<file path="config.mk">
export PLATFORM = sky130hd
export DESIGN_NAME = rr_priority_arbiter
export DESIGN_NICKNAME = d
export VERILOG_FILES = /design/src/rtl/rr_priority_arbiter.sv
export SDC_FILE = /design/constraint.sdc
export NUM_CORES = 1
export LEC_CHECK = 0
export ABC_AREA = 1
export ABC_CLOCK_PERIOD_IN_PS = 4100
export CORE_ASPECT_RATIO = 0.75
export CORE_MARGIN = 3
export CORE_UTILIZATION = 55
export DETAILED_ROUTE_END_ITERATION = 6
export PLACE_DENSITY = 0.78
export SLEW_MARGIN = 20
export SYNTH_ARGS = -nofsm -noshare
export SYNTH_HDL_FRONTEND = slang
export SYNTH_SLANG_ARGS = --single-unit
</file>
<file path="constraint.sdc">
create_clock -name clk -period 4.1 [get_ports clk]
set_clock_uncertainty 0.2 [all_clocks]
set_input_delay 0.82 -clock clk [delete_from_list [all_inputs] [get_ports clk]]
set_output_delay 0.82 -clock clk [all_outputs]
set_load 0.05 [all_outputs]
</file>
<file path="src/rtl/rr_priority_arbiter.sv">
// rr_priority_arbiter
// Round-robin arbiter for NREQ requesters. A rotating priority pointer selects
// the winner through a rotate + lowest-set-bit priority encoder. A grant is
// held for at most MAX_HOLD cycles. It is released early when the holder drops
// its request or when en falls. On release the pointer moves past the holder,
// and the next winner is granted on the same edge, so there is no idle bubble.
// All outputs are registered and cleared asynchronously by rst.

module rr_priority_arbiter #(
  parameter int NREQ     = 8,
  parameter int IDW      = 3,
  parameter int MAX_HOLD = 4
) (
  input  logic            clk,
  input  logic            rst,
  input  logic            en,
  input  logic [NREQ-1:0] req,
  output logic [NREQ-1:0] gnt,
  output logic [IDW-1:0]  gnt_id,
  output logic            gnt_valid
);

  typedef enum logic [0:0] {
    ST_IDLE  = 1'b0,
    ST_GRANT = 1'b1
  } state_t;

  state_t          state_r;
  logic [IDW-1:0]  ptr_r;
  logic [3:0]      hcnt_r;
  logic [NREQ-1:0] gnt_r;
  logic [IDW-1:0]  gnt_id_r;
  logic            gnt_valid_r;

  logic            release_s;
  logic [IDW-1:0]  next_ptr_s;
  logic [NREQ-1:0] rot_req_s;
  logic [IDW-1:0]  winner_s;
  logic            any_req_s;

  // Index of the lowest set bit, or 0 when the vector is empty.
  function automatic logic [IDW-1:0] lsb_enc(input logic [NREQ-1:0] v);
    logic [IDW-1:0] idx;
    idx = {IDW{1'b0}};
    for (int i = NREQ - 1; i >= 0; i--) begin
      if (v[i]) begin
        idx = IDW'(i);
      end else begin
        idx = idx;
      end
    end
    return idx;
  endfunction

  // Release check, effective pointer, and rotated priority search for this edge.
  always_comb begin
    release_s  = 1'b0;
    next_ptr_s = ptr_r;
    rot_req_s  = {NREQ{1'b0}};
    any_req_s  = |req;
    if (state_r == ST_GRANT) begin
      release_s = (req[gnt_id_r] == 1'b0) || (en == 1'b0) ||
                  (hcnt_r == 4'(MAX_HOLD));
    end else begin
      release_s = 1'b0;
    end
    // Requests arriving together with a release compete under the advanced pointer.
    if (release_s) begin
      next_ptr_s = gnt_id_r + {{(IDW-1){1'b0}}, 1'b1};
    end else begin
      next_ptr_s = ptr_r;
    end
    // Bit i of rot_req_s is requester (next_ptr_s + i) mod NREQ.
    for (int i = 0; i < NREQ; i++) begin
      rot_req_s[i] = req[IDW'(i) + next_ptr_s];
    end
    winner_s = lsb_enc(rot_req_s) + next_ptr_s;
  end

  // Grant FSM: issues, holds, rotates and revokes grants. All outputs are registered here.
  always_ff @(posedge clk or posedge rst) begin
    if (rst) begin
      state_r     <= ST_IDLE;
      ptr_r       <= {IDW{1'b0}};
      hcnt_r      <= 4'd0;
      gnt_r       <= {NREQ{1'b0}};
      gnt_id_r    <= {IDW{1'b0}};
      gnt_valid_r <= 1'b0;
    end else begin
      case (state_r)
        ST_IDLE: begin
          if (en && any_req_s) begin
            state_r     <= ST_GRANT;
            hcnt_r      <= 4'd1;
            gnt_r       <= {{(NREQ-1){1'b0}}, 1'b1} << winner_s;
            gnt_id_r    <= winner_s;
            gnt_valid_r <= 1'b1;
          end else begin
            state_r     <= ST_IDLE;
            hcnt_r      <= 4'd0;
            gnt_r       <= {NREQ{1'b0}};
            gnt_id_r    <= {IDW{1'b0}};
            gnt_valid_r <= 1'b0;
          end
        end
        ST_GRANT: begin
          if (!release_s) begin
            hcnt_r <= hcnt_r + 4'd1;
          end else begin
            ptr_r <= next_ptr_s;
            if (en && any_req_s) begin
              // Back-to-back grant. A sole requester at MAX_HOLD expiry gets a fresh tenure.
              hcnt_r      <= 4'd1;
              gnt_r       <= {{(NREQ-1){1'b0}}, 1'b1} << winner_s;
              gnt_id_r    <= winner_s;
              gnt_valid_r <= 1'b1;
            end else begin
              state_r     <= ST_IDLE;
              hcnt_r      <= 4'd0;
              gnt_r       <= {NREQ{1'b0}};
              gnt_id_r    <= {IDW{1'b0}};
              gnt_valid_r <= 1'b0;
            end
          end
        end
        default: begin
          state_r     <= ST_IDLE;
          ptr_r       <= {IDW{1'b0}};
          hcnt_r      <= 4'd0;
          gnt_r       <= {NREQ{1'b0}};
          gnt_id_r    <= {IDW{1'b0}};
          gnt_valid_r <= 1'b0;
        end
      endcase
    end
  end

  assign gnt       = gnt_r;
  assign gnt_id    = gnt_id_r;
  assign gnt_valid = gnt_valid_r;

endmodule

</file>
==> results.txt, run 1 <==
The aggregate global-route resource usage came out at 26.4%. Clock-pin slew was measured on the worst setup and hold paths at 0.07 ns. The violation count after the first detailed-routing iteration came out at 209.

The worst path setup slack after routing is 0.0737 ns. The sum of net half-perimeters after detailed placement is 3490 um. For this design, the slowest cell found on the critical path is sky130_fd_sc_hd__fa_2. The min-delay analysis places its worst path in the category reg2reg. For this run, the number of Yosys warnings is 0. The worst hold path passes through 2 cells. The count of pins on the block boundary is 23. The number of antenna diodes in the final layout is 0. At the pin with the least slew margin, the transition time is 0.747 ns.

The largest total area in the synthesized netlist belongs to sky130_fd_sc_hd__dfrtp_1. The row count is 16. The CTS sink count is 20. The placement-stage worst setup slack came out at -0.402 ns. Yosys instantiated no cell more often than sky130_fd_sc_hd__nand2_1. The via count of the first global-routing pass came to 1600. The worst setup path is captured at a register. The worst-skew pair later-pin latency came out at 0.27 ns.

The proportion of register bits with asynchronous set or reset after synthesis came out at 100%. After detailed routing, the average wire length per cell comes to 17.9 um. The die is 54.3 um tall. Setup repair after global routing could not meet its margin everywhere. The count of input and output buffers came out at 22. Wires add up to 5930 um.

The sequential standard cell area is 502 um^2. The starting density of the core came out at 61.5%. The clock tree from TritonCTS is built. The root buffer cell is sky130_fd_sc_hd__clkbuf_8. The launching point of the worst reg2reg path is gnt_id[0]$_DFFE_PP0P_. The family with the most delay on the worst path is simple AND/OR/NAND/NOR gates.

The final max-slew violation count came out at 0. The buffer depth of the longest clock path came out at 2. The final net count came out at 312. The largest fanout of any net on the critical path came out at 8. The most used flip-flop cell after synthesis is sky130_fd_sc_hd__dfrtp_1. The setup path with the least slack is of type in2reg. The final hold violation count is 0. The period utilization is 98.2%. Cells with a size suffix above 1 make up 32.9% of the layout. The total die area came out at 3820 um^2. Across the run, the number of max-cap violations was 0. The number of antenna violations at the first check in global routing is 0. The via count is 1983. The critical path runs through a total of 29 cells. The count of flip-flops with a built-in enable after synthesis came out at 0. The area added between synthesis and finish came out at 42.4%. The largest net degree at the start of global routing came out at 21. Data arrives at the worst endpoint at 4.03 ns. The total core area is 2780 um^2. Measured against its own limit, the worst slew margin works out to 50.1%. The launch point of the worst hold path is gnt[7]$_DFFE_PP0P_. Setup violations remaining at the end of the flow were counted as 0. The buffer and inverter count on the worst path came out at 2. In the routed design, unresolved DRC markers number 0. At the end of routability-driven placement, the weighted congestion stood at 0.938. The first-pass iteration count of the detailed router came out at 5. Averaged over all synthesized cells, the footprint is 6.90 um^2. The required time of the critical path came out at 4.10 ns. The type of origin of the critical path is an input port. The commonest cells after synthesis are sky130_fd_sc_hd__nand2_1, sky130_fd_sc_hd__nand3_1, sky130_fd_sc_hd__inv_1.

The vias per cell came out at 5.99. The multi-input combinational cells in the finished layout cover a total of 1290 um^2. In this run, synthesis produced a sequential element count of 20. After synthesis, the largest area contributor takes up 29.3% of total cell area. The number of fill cells is 144. For the worst flop-to-flop path, the logic depth is 28. The count of mapped cells out of synthesis is 248. Yosys mapped the design onto 29 distinct sky130hd cell types.

In this run the number of H-tree levels came out at 1. The startpoint of the worst setup timing path is req[6]. The flow ran to the end, and the final reports show no timing, DRC or antenna violations.

The number of clock buffers inserted by TritonCTS came out at 3. The setup TNS is 0 ns. The final period demand of the worst path is 4.03 ns. The net count of the mapped netlist is 264. The width of the chip came out at 70.4 um.

In this run the cell area of the synthesized design comes to 1710 um^2. The post-detailed-route count of antenna-violating nets came out at 0. The stage delay of the slowest cell on the critical path is 0.36 ns. The part of the Yosys area used for sequential elements came out at 29.3%. After synthesis, the cell types taking the most area are sky130_fd_sc_hd__dfrtp_1, sky130_fd_sc_hd__nand2_1, sky130_fd_sc_hd__nand3_1.

The global-route wire length before repair is 7650 um. The highest clock frequency the design can meet is 0.248 GHz. By instance count, the cell type seen most on the critical path is sky130_fd_sc_hd__nand2_1. Summed over all layers, the global routing overflow is 0.
## cells in the final DEF, fill, tap and decap left out, types with 2 or more instances in the layout
| master | count |
|---|---|
| sky130_fd_sc_hd__xnor2_2 | 2 |
| sky130_fd_sc_hd__nand2_4 | 14 |
| sky130_fd_sc_hd__nand3_2 | 9 |
| sky130_fd_sc_hd__nand3_1 | 21 |
| sky130_fd_sc_hd__xnor2_1 | 4 |
| sky130_fd_sc_hd__nor2_1 | 8 |
| sky130_fd_sc_hd__ha_1 | 3 |
| sky130_fd_sc_hd__buf_4 | 20 |
| sky130_fd_sc_hd__nand2_1 | 78 |
| sky130_fd_sc_hd__inv_2 | 3 |
| sky130_fd_sc_hd__nand2_2 | 29 |
| sky130_fd_sc_hd__clkdlybuf4s50_1 | 13 |
| sky130_fd_sc_hd__o22ai_1 | 2 |
| sky130_fd_sc_hd__nand3_4 | 4 |
| sky130_fd_sc_hd__dfrtp_1 | 19 |
| sky130_fd_sc_hd__dlymetal6s2s_1 | 9 |
| sky130_fd_sc_hd__nand4_1 | 7 |
| sky130_fd_sc_hd__clkbuf_8 | 3 |
| sky130_fd_sc_hd__inv_1 | 27 |
| sky130_fd_sc_hd__buf_6 | 2 |
## cell type report
type | instances | area share [%]
Multi-Input combinational cell | 197 | 53.0
Sequential cell | 20 | 20.6
Timing Repair Buffer | 44 | 17.1
Inverter | 30 | 4.62
Tap cell | 36 | 1.85
Clock buffer | 3 | 1.69
Clock inverter | 1 | 1.23
## worst register-to-register path: cells and delay by family, from the launching register on
| kind | cells | cell delay (ns) |
|---|---|---|
| flops | 1 | 0.50 |
| simple gates | 23 | 2.25 |
| xor+xnor | 1 | 0.21 |
| fa+ha+maj | 1 | 0.36 |
| buf+inv | 3 | 0.36 |
## sequential cells by signal, summed over array words and instances (netlist names)
name       flops
state_r        1
gnt            8
ptr_r          3
hcnt_r         4
gnt_id         3
gnt_valid      1
## layer usage
| layer | GRT usage (%) | up-vias | part of all wire [%] |
|---|---|---|---|
| li1 | - | 880 | - |
| met1 | 39.4 | 890 | 39 |
| met2 | 39.9 | 181 | 46 |
| met3 | 4.22 | 32 | 13 |
| met4 | 7.01 | 0 | 3.0 |
| met5 | 0 | - | 0 |
## timing repair
item / CTS / global route
endpoints found under the setup margin: 9 / 10
resized for setup: 7 / 53
hold buffers: 0 / 0
buffers inserted: 0 / 4
cloned: 0 / 2
pin swaps: 1 / 13
## final timing paths
kind,to,slack (ns)
max,gnt[5]$_DFFE_PP0P_,0.07
min,gnt[7]$_DFFE_PP0P_,0.31
max reg2reg,gnt[5]$_DFFE_PP0P_,0.14
min reg2reg,gnt[7]$_DFFE_PP0P_,0.31
max in group asynchronous,gnt_id[0]$_DFFE_PP0P_,2.41
min in group asynchronous,gnt_valid$_DFFE_PP0P_,0.77
## per-stage QoR
stage | utilization (%) | instance area [um^2] | instances | hold WS [ns]
global route | 87.5 | 2440 | 331 | 0.348
global placement | 74.9 | 2080 | 321 | 0.264
floorplan | - | 1710 | 248 | 0.275
CTS | 79.0 | 2200 | 325 | 0.307
finish | 87.5 | 2440 | 331 | 0.306
detailed placement | 74.9 | 2080 | 321 | 0.280
## cell families after synthesis
family	Yosys count	share of synthesized area (%)
AND/OR/NAND/NOR	175	51.9
adder cells (fa/ha/maj)	5	4.10
flip-flops	20	29.3
AO/OA/AOI/OAI	7	2.56
buffers and inverters	33	8.12
XOR/XNOR	8	4.10
Power of run 1 is not shown: default switching activity piles up to over one toggle a cycle in this logic, so the estimate is an artifact.
==> run 2, diff against run 1 <==
- PLACE_DENSITY: 0.78 -> 0.8
==> run 2 against run 1 <==
  * Die area is the same
  * Routed wire length shrank 6.6%
  * Flip-flop and latch count is the same
  * Non-clock buffer count grew 5
  * Final cell count grew 0.91%
  * Core utilization shrank 1.1 points
  * Via count shrank 1.8%
  * Critical path depth shrank 1
==> results.txt, run 2 (same netlist as run 1, synthesis figures left out) <==
Buffers inserted during clock tree synthesis total 3. The area of the multi-input gates came out at 1250 um^2. The detailed router finished its first iteration with 252 violations.

The flow ran to the end, and the final reports show no timing, DRC or antenna violations. The tree is rooted in a sky130_fd_sc_hd__clkbuf_8. Across all register-to-register paths, the minimum setup slack is 0.20 ns. Global routing finished with a remaining overflow of 0.

In the global route stage, overall resource usage came out at 25.8%. The worst setup path is launched from an input port. The flip-flop count of the largest register, all copies and words added came out at 8. The number of fill cells came out at 142. In this run the critical register-to-register path is launched from gnt_id[0]$_DFFE_PP0P_. The via count of the first global-routing pass came to 1612. Of the available clock period, the critical path in the final layout requires 97.5%. Buffers placed on the I/O ports in this run total 22.

The final max-slew violation count came out at 0. The final net count is 315. In the final layout, the share of cells above drive strength 1 is 32.6%. The starting density of the core came out at 61.5%. The post-CTS clock slew at the launch and capture registers of the worst setup and hold paths came out at 0.08 ns. The total core area is 2780 um^2.

The required time of the critical path is 4.07 ns. The post-detailed-route count of antenna-violating nets came out at 0. Entering global routing, the biggest net connects 21 pins. The detailed router placed 1948 vias in this run. The worst-margin pin slew is 0.751 ns. The average routed wire per standard cell is 16.6 um.

TritonCTS built the clock tree. The number of antenna violations at the first check in global routing came out at 0. The end point of the most critical hold path is gnt[7]$_DFFE_PP0P_.

Data arrives at the worst endpoint at 3.96 ns. The min-delay analysis places its worst path in the category reg2reg. The CTS sink count came out at 20. The final design utilization came out at 86.5%. The final hold violation count came to 0. The buffer depth of the longest clock path is 2. The area added between synthesis and finish came out at 40.7%. The global-route wire length before repair came out at 7620 um. The largest fanout of any net on the critical path is 6. Leaving out fill and tap cells, the most frequent cell in the layout is sky130_fd_sc_hd__nand2_1.

The total wirelength of the detailed-routed design is 5540 um. The worst-skew pair later-pin latency came out at 0.26 ns. The count of hold-fix buffers inserted at cts came out at 0. The sequential standard cell area is 500 um^2. The sum of net half-perimeters after detailed placement is 3280 um. The setup TNS is 0 ns.

The headroom to the max-slew limit came out at 49.9%. The count of H-tree levels built during CTS is 1. The hold path depth is 2.

The first-pass iteration count of the detailed router came out at 6. The final period demand of the worst path is 4.00 ns. Across the run, the number of max-cap violations was 0. The total die area came out at 3820 um^2. The number of cells on the worst reg-to-reg path is 28. In the layout the commonest cells are sky130_fd_sc_hd__nand2_1, sky130_fd_sc_hd__nand2_2, sky130_fd_sc_hd__nand3_1, sky130_fd_sc_hd__inv_1, sky130_fd_sc_hd__buf_4. The floorplan has 16 rows. The total of endpoints with negative setup slack in the final report came out at 0. STA classifies the critical path endpoint as a register. The endpoint identified for the worst register-to-register timing path is gnt_id[2]$_DFFE_PP0P_. At the end of routability-driven placement, the weighted congestion stood at 0.909. The vias per cell is 5.83. The die boundary height is 54.3 um. The width of the chip came out at 70.4 um. The number of DRC violations after detailed routing is 0. The count of pins on the block boundary came out at 23.

The antenna diode count is 0. The highest clock frequency the design can meet is 0.250 GHz. In this run the most critical hold path is launched from gnt[7]$_DFFE_PP0P_. The setup path with the least slack is of type in2reg.
## run 2: cell count changes in the layout (fill, tap and decap cells not counted), sizes merged
cell / previous run / this run
dlymetal6s2s: 9 / 1
buf: 22 / 27
clkdlybuf4s15: 0 / 5
clkbuf: 3 / 5
nand2: 122 / 120
dlygate4sd2: 0 / 1
## run 2: through the flow
step / setup WS, ns / hold WS, ns / instances / cell area (um^2)
2_1_floorplan: 0.0734 / 0.275 / 248 / 1710
3_3_place_gp: -0.249 / 0.263 / 322 / 2090
3_5_place_dp: -0.353 / 0.276 / 322 / 2090
4_1_cts: 0.0593 / 0.298 / 328 / 2250
5_1_grt: -0.0273 / 0.325 / 334 / 2410
6_report: 0.102 / 0.298 / 334 / 2410
## run 2: how the worst max path moves through the flow
stage | start | endpoint | slack, ns | cells after the start
after floorplan | gnt_id[0]$_DFFE_PP0P_ | gnt[5]$_DFFE_PP0P_ | 0.07 | 28
after global placement | req[5] | gnt[3]$_DFFE_PP0P_ | -0.25 | 27
after detailed placement | req[5] | gnt[1]$_DFFE_PP0P_ | -0.35 | 27
after CTS | en | gnt[5]$_DFFE_PP0P_ | 0.06 | 26
after global routing | req[4] | gnt[5]$_DFFE_PP0P_ | -0.03 | 29
final | req[4] | gnt_id[2]$_DFFE_PP0P_ | 0.10 | 28
## run 2: cell type report
class | count | share of cell area (%)
inverters | 30 | 4.68
flip-flops and latches | 20 | 20.8
multi-input cells | 195 | 52.0
clock inverters | 1 | 1.25
repair buffers | 49 | 17.7
well taps | 36 | 1.87
clock buffers | 3 | 1.72
## run 2: routing by layer
| layer | track usage (%) | vias up | share of wire [%] | wire length (um) |
|---|---|---|---|---|
| li1 | - | 883 | - | - |
| met3 | 7.16 | 18 | 9.0 | 501 |
| met4 | 5.41 | 0 | 2.1 | 116 |
| met1 | 37.8 | 920 | 43 | 2400 |
| met5 | 0 | - | 0 | 0 |
| met2 | 38.2 | 127 | 46 | 2520 |
## run 2: what timing repair did
item,4_1_cts,5_1_grt
buffers inserted,1,6
setup endpoints to repair,7,9
gates resized for setup,25,38
pin swaps,20,34
cloned,1,0
## run 2: critical path: stages
cell and delay [ns]:
sky130_fd_sc_hd__dlygate4sd2_1 0.25, sky130_fd_sc_hd__nand2_1 0.07, sky130_fd_sc_hd__nand3_1 0.06, sky130_fd_sc_hd__nand2_1 0.09, sky130_fd_sc_hd__nand2_2 0.07, sky130_fd_sc_hd__nand3_4 0.15
sky130_fd_sc_hd__nand2_4 0.10, sky130_fd_sc_hd__nand2_4 0.11, sky130_fd_sc_hd__nand2_4 0.09, sky130_fd_sc_hd__buf_6 0.14, sky130_fd_sc_hd__nand2_1 0.05, sky130_fd_sc_hd__nand2_1 0.10
sky130_fd_sc_hd__nand2_1 0.12, sky130_fd_sc_hd__nand3_2 0.07, sky130_fd_sc_hd__nand2_2 0.10, sky130_fd_sc_hd__inv_1 0.04, sky130_fd_sc_hd__nand2_1 0.05, sky130_fd_sc_hd__nand2_1 0.05
sky130_fd_sc_hd__nand2_1 0.05, sky130_fd_sc_hd__nand2_1 0.07, sky130_fd_sc_hd__nand2_2 0.10, sky130_fd_sc_hd__nand3_4 0.07, sky130_fd_sc_hd__fa_2 0.36, sky130_fd_sc_hd__xnor2_2 0.19
sky130_fd_sc_hd__nand3b_4 0.19, sky130_fd_sc_hd__nand2_4 0.08, sky130_fd_sc_hd__buf_4 0.14, sky130_fd_sc_hd__o22ai_1 0.15
Power of run 2 is left out for the same reason.
==> run 3, diff against run 2 <==
- CORE_ASPECT_RATIO: 0.75 -> default
==> run 3 against run 2 <==
  * First-iteration DRC count down 17%
  * Via count shrank 3.9%
  * Routed wire length is 0.25% lower
  * Maximum frequency shrank 1.9%
  * Worst hold slack better by 0.0016 ns
  * Die area fell by 0.18%
  * Setup slack worse by 0.079 ns
  * Sequential share of layout area decreased by 0.40 points
  * Critical path type is now reg2reg
  * Largest cell class unchanged
==> results.txt, run 3 (same netlist as run 1, synthesis figures left out) <==
Leaving out fill and tap cells, the most frequent cell in the layout is sky130_fd_sc_hd__nand2_1. Using the TritonRoute via totals, the vias-per-cell ratio works out to 5.62. The count of input and output buffers came out at 22.

The routed layout has 1873 vias. TritonCTS built the clock tree. The highest clock frequency the design can meet is 0.245 GHz. The top cell types in the final layout, fill and taps aside, are sky130_fd_sc_hd__nand2_1, sky130_fd_sc_hd__inv_1, sky130_fd_sc_hd__buf_4. For this run the aggregate overflow at the end of global routing stands at 0. In this run the clock root is driven by a sky130_fd_sc_hd__clkbuf_4. The count of hold-fix buffers inserted at cts came out at 0. The number of antenna violations at the first check in global routing came out at 0.

The max-cap check violation count is 0. The detailed router finished its first iteration with 209 violations. The final hold violation count came out at 0. STA classifies the critical path endpoint as a register. The total core area is 2850 um^2. For this run, design rule violations remaining after detail routing come to 0. The floorplan step defined a die boundary enclosing 3810 um^2. The row count came out at 19. The starting density of the core is 60.0%. The worst-skew pair later-pin latency came out at 0.32 ns.

The antenna diode count came out at 0. On the worst path, the slowest cell contributes a delay of 0.62 ns. The largest net degree at the start of global routing is 21. The first global-routing pass estimated 6760 um of wire. The worst-path cell with the longest stage delay is sky130_fd_sc_hd__dfrtp_1. The count of H-tree levels built during CTS came out at 1. The final max-slew violation count came out at 0. The buffer depth of the longest clock path came out at 2. The area added between synthesis and finish came out at 43.5%. The total placed cells including tap cells came out at 319. The largest fanout of any net on the critical path came out at 9. The average routed wire per standard cell came out at 16.6 um. The headroom to the max-slew limit came out at 50.6%. The final net count is 319. The total wirelength of the detailed-routed design came out at 5530 um.

The placement-stage worst setup slack is -0.344 ns. The critical path contains buffers and inverters numbering 5 combined. The ratio of cells with drive above 1 in the final layout came out at 30.5%.

The CTS sink count came out at 20. In this run the remaining antenna-violating nets after routing total 0. The worst path setup slack after routing came out at 0.0236 ns. 23 I/O pins were placed.

Detailed placement finished with a half-perimeter wire length of 3300 um. The first-pass iteration count of the detailed router came out at 4. The kind of cell with the highest combined delay along the critical path is simple AND/OR/NAND/NOR gates. The class of the tightest hold or removal check is reg2reg. The via count of the first global-routing pass came to 1516.

The flip-flop count of the largest register, all copies and words added is 8. The total of endpoints with negative setup slack in the final report came out at 0. The global placement routability congestion is 0.863. The count of cells in the finished layout, fillers not included, comes to 333.

The aggregate global-route resource usage came out at 24.6%. The period utilization came out at 99.4%. The worst setup path is launched from a register.

The width of the chip came out at 61.8 um. The critical path in this run is classified as reg2reg. The worst-margin pin slew is 0.741 ns. Once layout is done, the placed cells without fillers occupy 2450 um^2. The critical path data arrival time came out at 4.10 ns.

The final period demand of the worst path is 4.08 ns. The instance area after placement is 2110 um^2. The post-CTS clock slew at the launch and capture registers of the worst setup and hold paths came out at 0.12 ns. The number of clock buffers inserted by TritonCTS is 3.

STA puts the critical path data required time at 4.13 ns. The most numerous cell type found on the critical path is sky130_fd_sc_hd__nand2_1. The flow ran to the end, and the final reports show no timing, DRC or antenna violations.

The die boundary height is 61.8 um.
[run 3: cell types whose count changed in the layout (fill, tap and decap cells not counted), moves of 3 or more]
| cell | delta |
|---|---|
| sky130_fd_sc_hd__clkbuf_4 | +3 |
| sky130_fd_sc_hd__nand3_2 | +3 |
| sky130_fd_sc_hd__clkbuf_8 | -3 |
| sky130_fd_sc_hd__dlymetal6s2s_1 | +7 |
| sky130_fd_sc_hd__nand2_2 | -6 |
| sky130_fd_sc_hd__nand2_8 | +3 |
| sky130_fd_sc_hd__nand2_1 | +7 |
| sky130_fd_sc_hd__nand3_1 | -3 |
| sky130_fd_sc_hd__clkdlybuf4s15_1 | -5 |
[run 3: worst register-to-register path, delay by kind of cell (launching register included)]
family	cells	cell delay (ns)
XOR/XNOR	1	0.15
adder cells (fa/ha/maj)	2	0.65
AO/OA/AOI/OAI	1	0.16
flip-flops	1	0.62
buffers and inverters	5	0.54
AND/OR/NAND/NOR	19	1.67
[run 3: path summary, 6_finish.rpt]
check / slack (ns) / from / endpoint / cells after the start
max: 0.02 / gnt_id[0]$_DFFE_PP0P_ / gnt_id[2]$_DFFE_PP0P_ / 28
min: 0.30 / gnt[5]$_DFFE_PP0P_ / gnt[5]$_DFFE_PP0P_ / 2
max reg2reg: 0.02 / gnt_id[0]$_DFFE_PP0P_ / gnt_id[2]$_DFFE_PP0P_ / 28
min reg2reg: 0.30 / gnt[5]$_DFFE_PP0P_ / gnt[5]$_DFFE_PP0P_ / 2
max in group asynchronous: 2.53 / rst / gnt_id[2]$_DFFE_PP0P_ / 2
min in group asynchronous: 0.71 / rst / gnt[0]$_DFFE_PP0P_ / 2
[run 3: what timing repair did]
action                                  in CTS  in global routing
setup buffers                                0                  7
cloned                                       0                  3
gates resized for setup                      0                 44
pin swaps                                    1                 10
endpoints found under the setup margin       2                  9
[run 3: per-stage QoR]
step	utilization [%]	hold WS, ns	TNS (ns)
2_1_floorplan	-	0.275	0
3_3_place_gp	74.1	0.263	-1.96
3_5_place_dp	74.1	0.264	-2.66
4_1_cts	75.9	0.302	0
5_1_grt	86.0	0.320	-1.52
6_report	86.0	0.300	0
[run 3: routing by layer]
metal	GRT usage, %	wire [um]	vias to the layer above
li1	-	-	886
met1	31.3	2190	883
met2	42.3	2740	89
met3	4.55	398	15
met4	7.58	193	0
met5	0	0	-
[run 3: layout make-up]
| cell class | instances | area, um^2 |
|---|---|---|
| clock inverter | 1 | 30.0 |
| fill | 156 | 399 |
| tap | 31 | 38.8 |
| timing repair buffer | 51 | 492 |
| clock buffer | 3 | 22.5 |
| multi-input combinational | 197 | 1260 |
| inverter | 30 | 113 |
| sequential | 20 | 500 |
Power of run 3 is left out for the same reason.
